<file path="src/rtl/sw_sm_pkg.sv">
// Shared location indices and the one-hot location encoding for the
// sw_state_machine_param program model.
package sw_sm_pkg;

    localparam int NLOC     = 9;
    localparam int LOC_L1   = 0;
    localparam int LOC_L3   = 1;
    localparam int LOC_L4   = 2;
    localparam int LOC_L5   = 3;
    localparam int LOC_L6   = 4;
    localparam int LOC_L7   = 5;
    localparam int LOC_L8   = 6;
    localparam int LOC_L9   = 7;
    localparam int LOC_L10  = 8;

    // Each location value is exactly the one-hot word driven on the loc port.
    typedef enum logic [NLOC-1:0] {
        ST_L1  = NLOC'(1) << LOC_L1,
        ST_L3  = NLOC'(1) << LOC_L3,
        ST_L4  = NLOC'(1) << LOC_L4,
        ST_L5  = NLOC'(1) << LOC_L5,
        ST_L6  = NLOC'(1) << LOC_L6,
        ST_L7  = NLOC'(1) << LOC_L7,
        ST_L8  = NLOC'(1) << LOC_L8,
        ST_L9  = NLOC'(1) << LOC_L9,
        ST_L10 = NLOC'(1) << LOC_L10
    } loc_e;

endpackage

</file>
<file path="src/rtl/sw_sm_onehot_chk.sv">
// Combinational check that the location word has exactly one bit set.
module sw_sm_onehot_chk
    import sw_sm_pkg::*;
(
    input  logic [NLOC-1:0] vec,
    output logic            one_hot
);

    // Non-zero and clearing the lowest set bit leaves nothing behind.
    assign one_hot = (vec != '0) && ((vec & (vec - NLOC'(1))) == '0);

endmodule

</file>
<file path="src/rtl/sw_state_machine_param.sv">
// Hardware model of a small guarded-counter program: one-hot location,
// state variable s, sampled input x, saturating step counter.
module sw_state_machine_param
    import sw_sm_pkg::*;
#(
    parameter int             W     = 32,
    parameter logic [W-1:0]   K_MAX = W'(2)
) (
    input  logic            clk,
    input  logic            rst,
    input  logic            en,
    input  logic            inp,
    output logic [NLOC-1:0] loc,
    output logic [W-1:0]    s,
    output logic            x,
    output logic [W-1:0]    steps,
    output logic            lonehot,
    output logic            prop,
    output logic            prop_neg
);

    loc_e         loc_q, loc_d;
    logic [W-1:0] s_q, s_d;
    logic [W-1:0] steps_q;
    logic         x_q, x_d;
    logic         lonehot_q;
    logic         loc_is_onehot;
    logic         step;
    logic         s_lt;

    sw_sm_onehot_chk u_onehot_chk (
        .vec     (loc_q),
        .one_hot (loc_is_onehot)
    );

    assign step = en && lonehot_q;
    assign s_lt = (s_q < K_MAX);

    always_ff @(posedge clk) begin
        if (rst) begin
            loc_q     <= ST_L1;
            s_q       <= '0;
            x_q       <= 1'b0;
            steps_q   <= '0;
            lonehot_q <= 1'b1;
        end else begin
            lonehot_q <= loc_is_onehot;
            loc_q     <= loc_d;
            s_q       <= s_d;
            x_q       <= x_d;
            if (step && (steps_q != '1)) begin
                steps_q <= steps_q + W'(1);
            end
        end
    end

    // All decisions read pre-step values; nothing moves unless a step executes.
    always_comb begin
        loc_d = loc_q;
        s_d   = s_q;
        x_d   = x_q;
        if (step) begin
            case (loc_q)
                ST_L1: loc_d = ST_L3;
                ST_L3: begin
                    if ((s_q == K_MAX) && x_q) loc_d = ST_L10;
                    else                       loc_d = ST_L4;
                end
                ST_L4: begin
                    if (s_lt) begin
                        loc_d = ST_L5;
                        x_d   = inp;
                    end else begin
                        loc_d = ST_L6;
                    end
                end
                ST_L5: loc_d = ST_L6;
                ST_L6: begin
                    if (s_lt && !s_q[0] && x_q) begin
                        loc_d = ST_L7;
                        s_d   = s_q + W'(1);
                    end else begin
                        loc_d = ST_L8;
                    end
                end
                ST_L7: loc_d = ST_L3;
                ST_L8: begin
                    if (s_lt && s_q[0] && !x_q) begin
                        loc_d = ST_L9;
                        s_d   = s_q + W'(1);
                    end else begin
                        loc_d = ST_L3;
                    end
                end
                ST_L9:  loc_d = ST_L3;
                ST_L10: loc_d = ST_L10;
                default: loc_d = loc_q;
            endcase
        end
    end

    assign loc      = loc_q;
    assign s        = s_q;
    assign x        = x_q;
    assign steps    = steps_q;
    assign lonehot  = lonehot_q;
    assign prop     = !loc[LOC_L10];
    assign prop_neg = !prop;

    // With an even terminal value the odd/even increment guards never let s
    // reach K_MAX with x set, so L10 is unreachable.
    generate
        if (K_MAX[0] == 1'b0) begin : g_safety
            a_prop: assert property (@(posedge clk) disable iff (rst) prop);
        end
    endgenerate

endmodule

</file>
<file path="config.mk">
export PLATFORM = sky130hd
export DESIGN_NAME = sw_state_machine_param
export DESIGN_NICKNAME = d
export VERILOG_FILES = /design/src/rtl/sw_sm_pkg.sv /design/src/rtl/sw_sm_onehot_chk.sv /design/src/rtl/sw_state_machine_param.sv
export SDC_FILE = /design/constraint.sdc
export NUM_CORES = 1
export LEC_CHECK = 0
export BUFFER_PORTS_ARGS = -buffer_cell sky130_fd_sc_hd__buf_4
export CORE_ASPECT_RATIO = 1.1
export CORE_UTILIZATION = 56
export CTS_BUF_LIST = sky130_fd_sc_hd__clkbuf_16
export DETAILED_ROUTE_END_ITERATION = 10
export PLACE_DENSITY = 0.89
export SYNTH_ARGS = -nofsm -noshare
export SYNTH_HDL_FRONTEND = slang
export SYNTH_SLANG_ARGS = --single-unit
</file>
<file path="constraint.sdc">
create_clock -name clk -period 3.36 [get_ports clk]
set_input_delay 0.504 -clock clk [delete_from_list [all_inputs] [get_ports clk]]
set_output_delay 0.504 -clock clk [all_outputs]
set_load 0.01 [all_outputs]
</file>
==> results.json <==
{
  "num-fill-cells": 401,
  "clock-sinks": 75,
  "layout_min_cycle_time_ns": 2.53,
  "hold_ws_ns": 0.460,
  "dr.pass1.iters": 4,
  "fin_worst_skew_ns": 0.00467,
  "crit_arrival_ns": 2.74,
  "synthCells": 350,
  "root_buffer": "clkbuf_16",
  "seqPwrFrac_pct": 41.7,
  "path_max_fanout": 12,
  "start_util_pct": 58.0,
  "routedWlPerCell_um": 15.2,
  "timing.fmax_mhz": 396,
  "syn_area_um2": 3130,
  "worstMarginPinSlew_ns": 0.893,
  "synth_edf_count": 0,
  "antenna_left": 0,
  "status": "completed",
  "switching_share_pct": 24.4,
  "synthArstFlopShare_pct": 0,
  "gp_congestion": 0.845,
  "synth.avg_cell_area_um2": 8.94,
  "dieArea_um2": 5890,
  "p_comb_share_pct": 11.3,
  "fp.dieH_um": 80.4,
  "synth_nets": 357,
  "ir_drop_uv": 462,
  "finalSetupViolCount": 0,
  "drc_errors": 0,
  "crit_chain": "nor4_1, and3_1, a41o_1, o31ai_2, nor3_1, or3_1",
  "synth_area_leader_cell": "dfxtp_1",
  "intPower_w": 0.00173,
  "fin_crit_sh_pct": 75.2,
  "mostFrequentLayoutCell": "buf_4",
  "end_kind": "flip-flop",
  "worst_hold_path_type": "input pin to flip-flop",
  "antenna_found_initial": 0,
  "grt_usage_pct": 28.0,
  "clk_latency_ns": 0.33,
  "start_kind": "flip-flop",
  "post-synth-top-area-fraction_pct": 48.0,
  "post_cts_resized": 0,
  "syn_to_final_growth_pct": 30.5,
  "maxCapViolations": 0,
  "clockBufferDepth": 2,
  "cts_setup_buffers": 0,
  "slew_viol_final": 0,
  "wirelength_um": 7710,
  "cts_tree": "done",
  "path_class": "flip-flop to flip-flop",
  "numPortBuffers": 80,
  "grt_setup_unrepaired": "no",
  "vias_per_cell": 5.65,
  "gr-total-overflow": 0,
  "final_cell_mix": "buf_4 (80), dfxtp_1 (75), nor2_1 (42), nor2b_1 (29), nand2_1 (22)",
  "p_per_area_nw_per_um2": 560,
  "ys_ff_latch": 75,
  "hold_viol": 0,
  "ys_seq_area_share_pct": 48.0,
  "holdBufCountCts": 0,
  "diodes": 0,
  "ff2ff_setup_slack_ns": 0.83,
  "grt_pass1_wl_um": 12600,
  "cts_buffers": 9,
  "p_leak_nw": 1.66,
  "relSlewSlack_pct": 40.1,
  "p_clk_share_pct": 47.0,
  "rows": 28,
  "hpwl_um": 5030,
  "ys_warn_count": 0,
  "synth_top_cells_by_area": "dfxtp_1 (48%), nor2b_1 (5.8%), nor2_1 (5.0%), xnor2_1 (4.8%), xor2_1 (3.6%)",
  "grt_pass1_vias": 2619,
  "pin_count": 81,
  "drt_iter0_drc": 278,
  "h-tree-depth": 3,
  "synthDistinctLibCells": 42,
  "fin_nets": 434,
  "cp_data_required_time_ns": 3.57,
  "synth_ff_type": "dfxtp_1",
  "worst_slack_ns": 0.835,
  "via_count": 2859,
  "drive_gt1_share_pct": 23.0,
  "max_stage_delay_ns": 0.73,
  "switching_power_w": 0.000558,
  "grt_max_degree": 75,
  "die_w_um": 73.3,
  "pre_cts_ws_ns": 0.983,
  "final_core_util_pct": 75.7,
  "clk_pin_slew_ns": 0.06,
  "critPathSlowestCell": "o31ai_2",
  "finalSetupTns_ns": 0,
  "design.core.area_um2": 5400
}
flip-flops by register name (all words and copies together), names as in the netlist:
register  flops
lonehot       1
loc           9
steps        32
s            32
x             1
cells in the mapped netlist (all sizes together), types with 5 or more instances:
cell type,number
dfxtp,75
nor2,42
nor2b,29
nand2,22
nor3,20
nand3,18
nor4,17
xnor2,17
nand4,14
xor2,13
a21oi,10
or3,10
clkbuf,9
inv,7
o21ai,6
buf,5
stage by stage:
stage               power (W)  area [um^2]  cells
floorplan             0.00114         3130    350
detailed placement    0.00122         3750    491
finish                0.00229         4090    506
CTS                   0.00229         4090    506
global placement      0.00122         3750    491
global route          0.00236         4090    506
logic make-up after synthesis:
family	share of synthesized area [%]
buffers and inverters	3.08
muxes	0.320
AOI/OAI and AO/OA	6.87
DFF	48.0
and+or+nand+nor	32.2
adders and majority gates	1.20
xor gates and xnor gates	8.39
layout make-up:
type / instances / area [um^2] / area share, %
clock buffer: 9 / 225 / 5.51
clock inverter: 6 / 106 / 2.60
inverter: 7 / 26.3 / 0.643
multi-input combinational: 254 / 1530 / 37.5
sequential: 75 / 1500 / 36.7
tap: 75 / 93.8 / 2.30
timing repair buffer: 80 / 601 / 14.7
power groups by stage:
stage | clock (W) | combinational (W) | sequential [W]
final | 0.00108 | 0.000258 | 0.000954
after global routing | 0.00113 | 0.000276 | 0.000958
after global placement | 0 | 0.000249 | 0.000971
after detailed placement | 0 | 0.000246 | 0.000973
after floorplan | 0 | 0.000166 | 0.000977
after CTS | 0.00108 | 0.000253 | 0.000954
metal layers:
metal	up-vias	GRT usage, %	part of all wire, %
met1	1351	35.9	41
li1	1383	-	-
met3	17	5.52	6.4
met4	0	11.5	2.0
met5	-	0	0
met2	108	45.8	50
worst paths after layout:
| check | from | endpoint | depth (start not counted) |
|---|---|---|---|
| worst max-delay path | loc[8] | loc[8] | 6 |
| worst min-delay path | inp | x | 3 |
| worst max register to register | loc[8] | loc[8] | 6 |
| worst min register to register | s[11] | s[11] | 1 |
worst max-delay path: cells and delay by family, from the launching register on:
family	cells	cell delay, ns
and+or+nand+nor	4	0.87
AOI/OAI and AO/OA	2	0.97
DFF	1	0.56
Note: power is estimated with default switching activity, not from simulation.
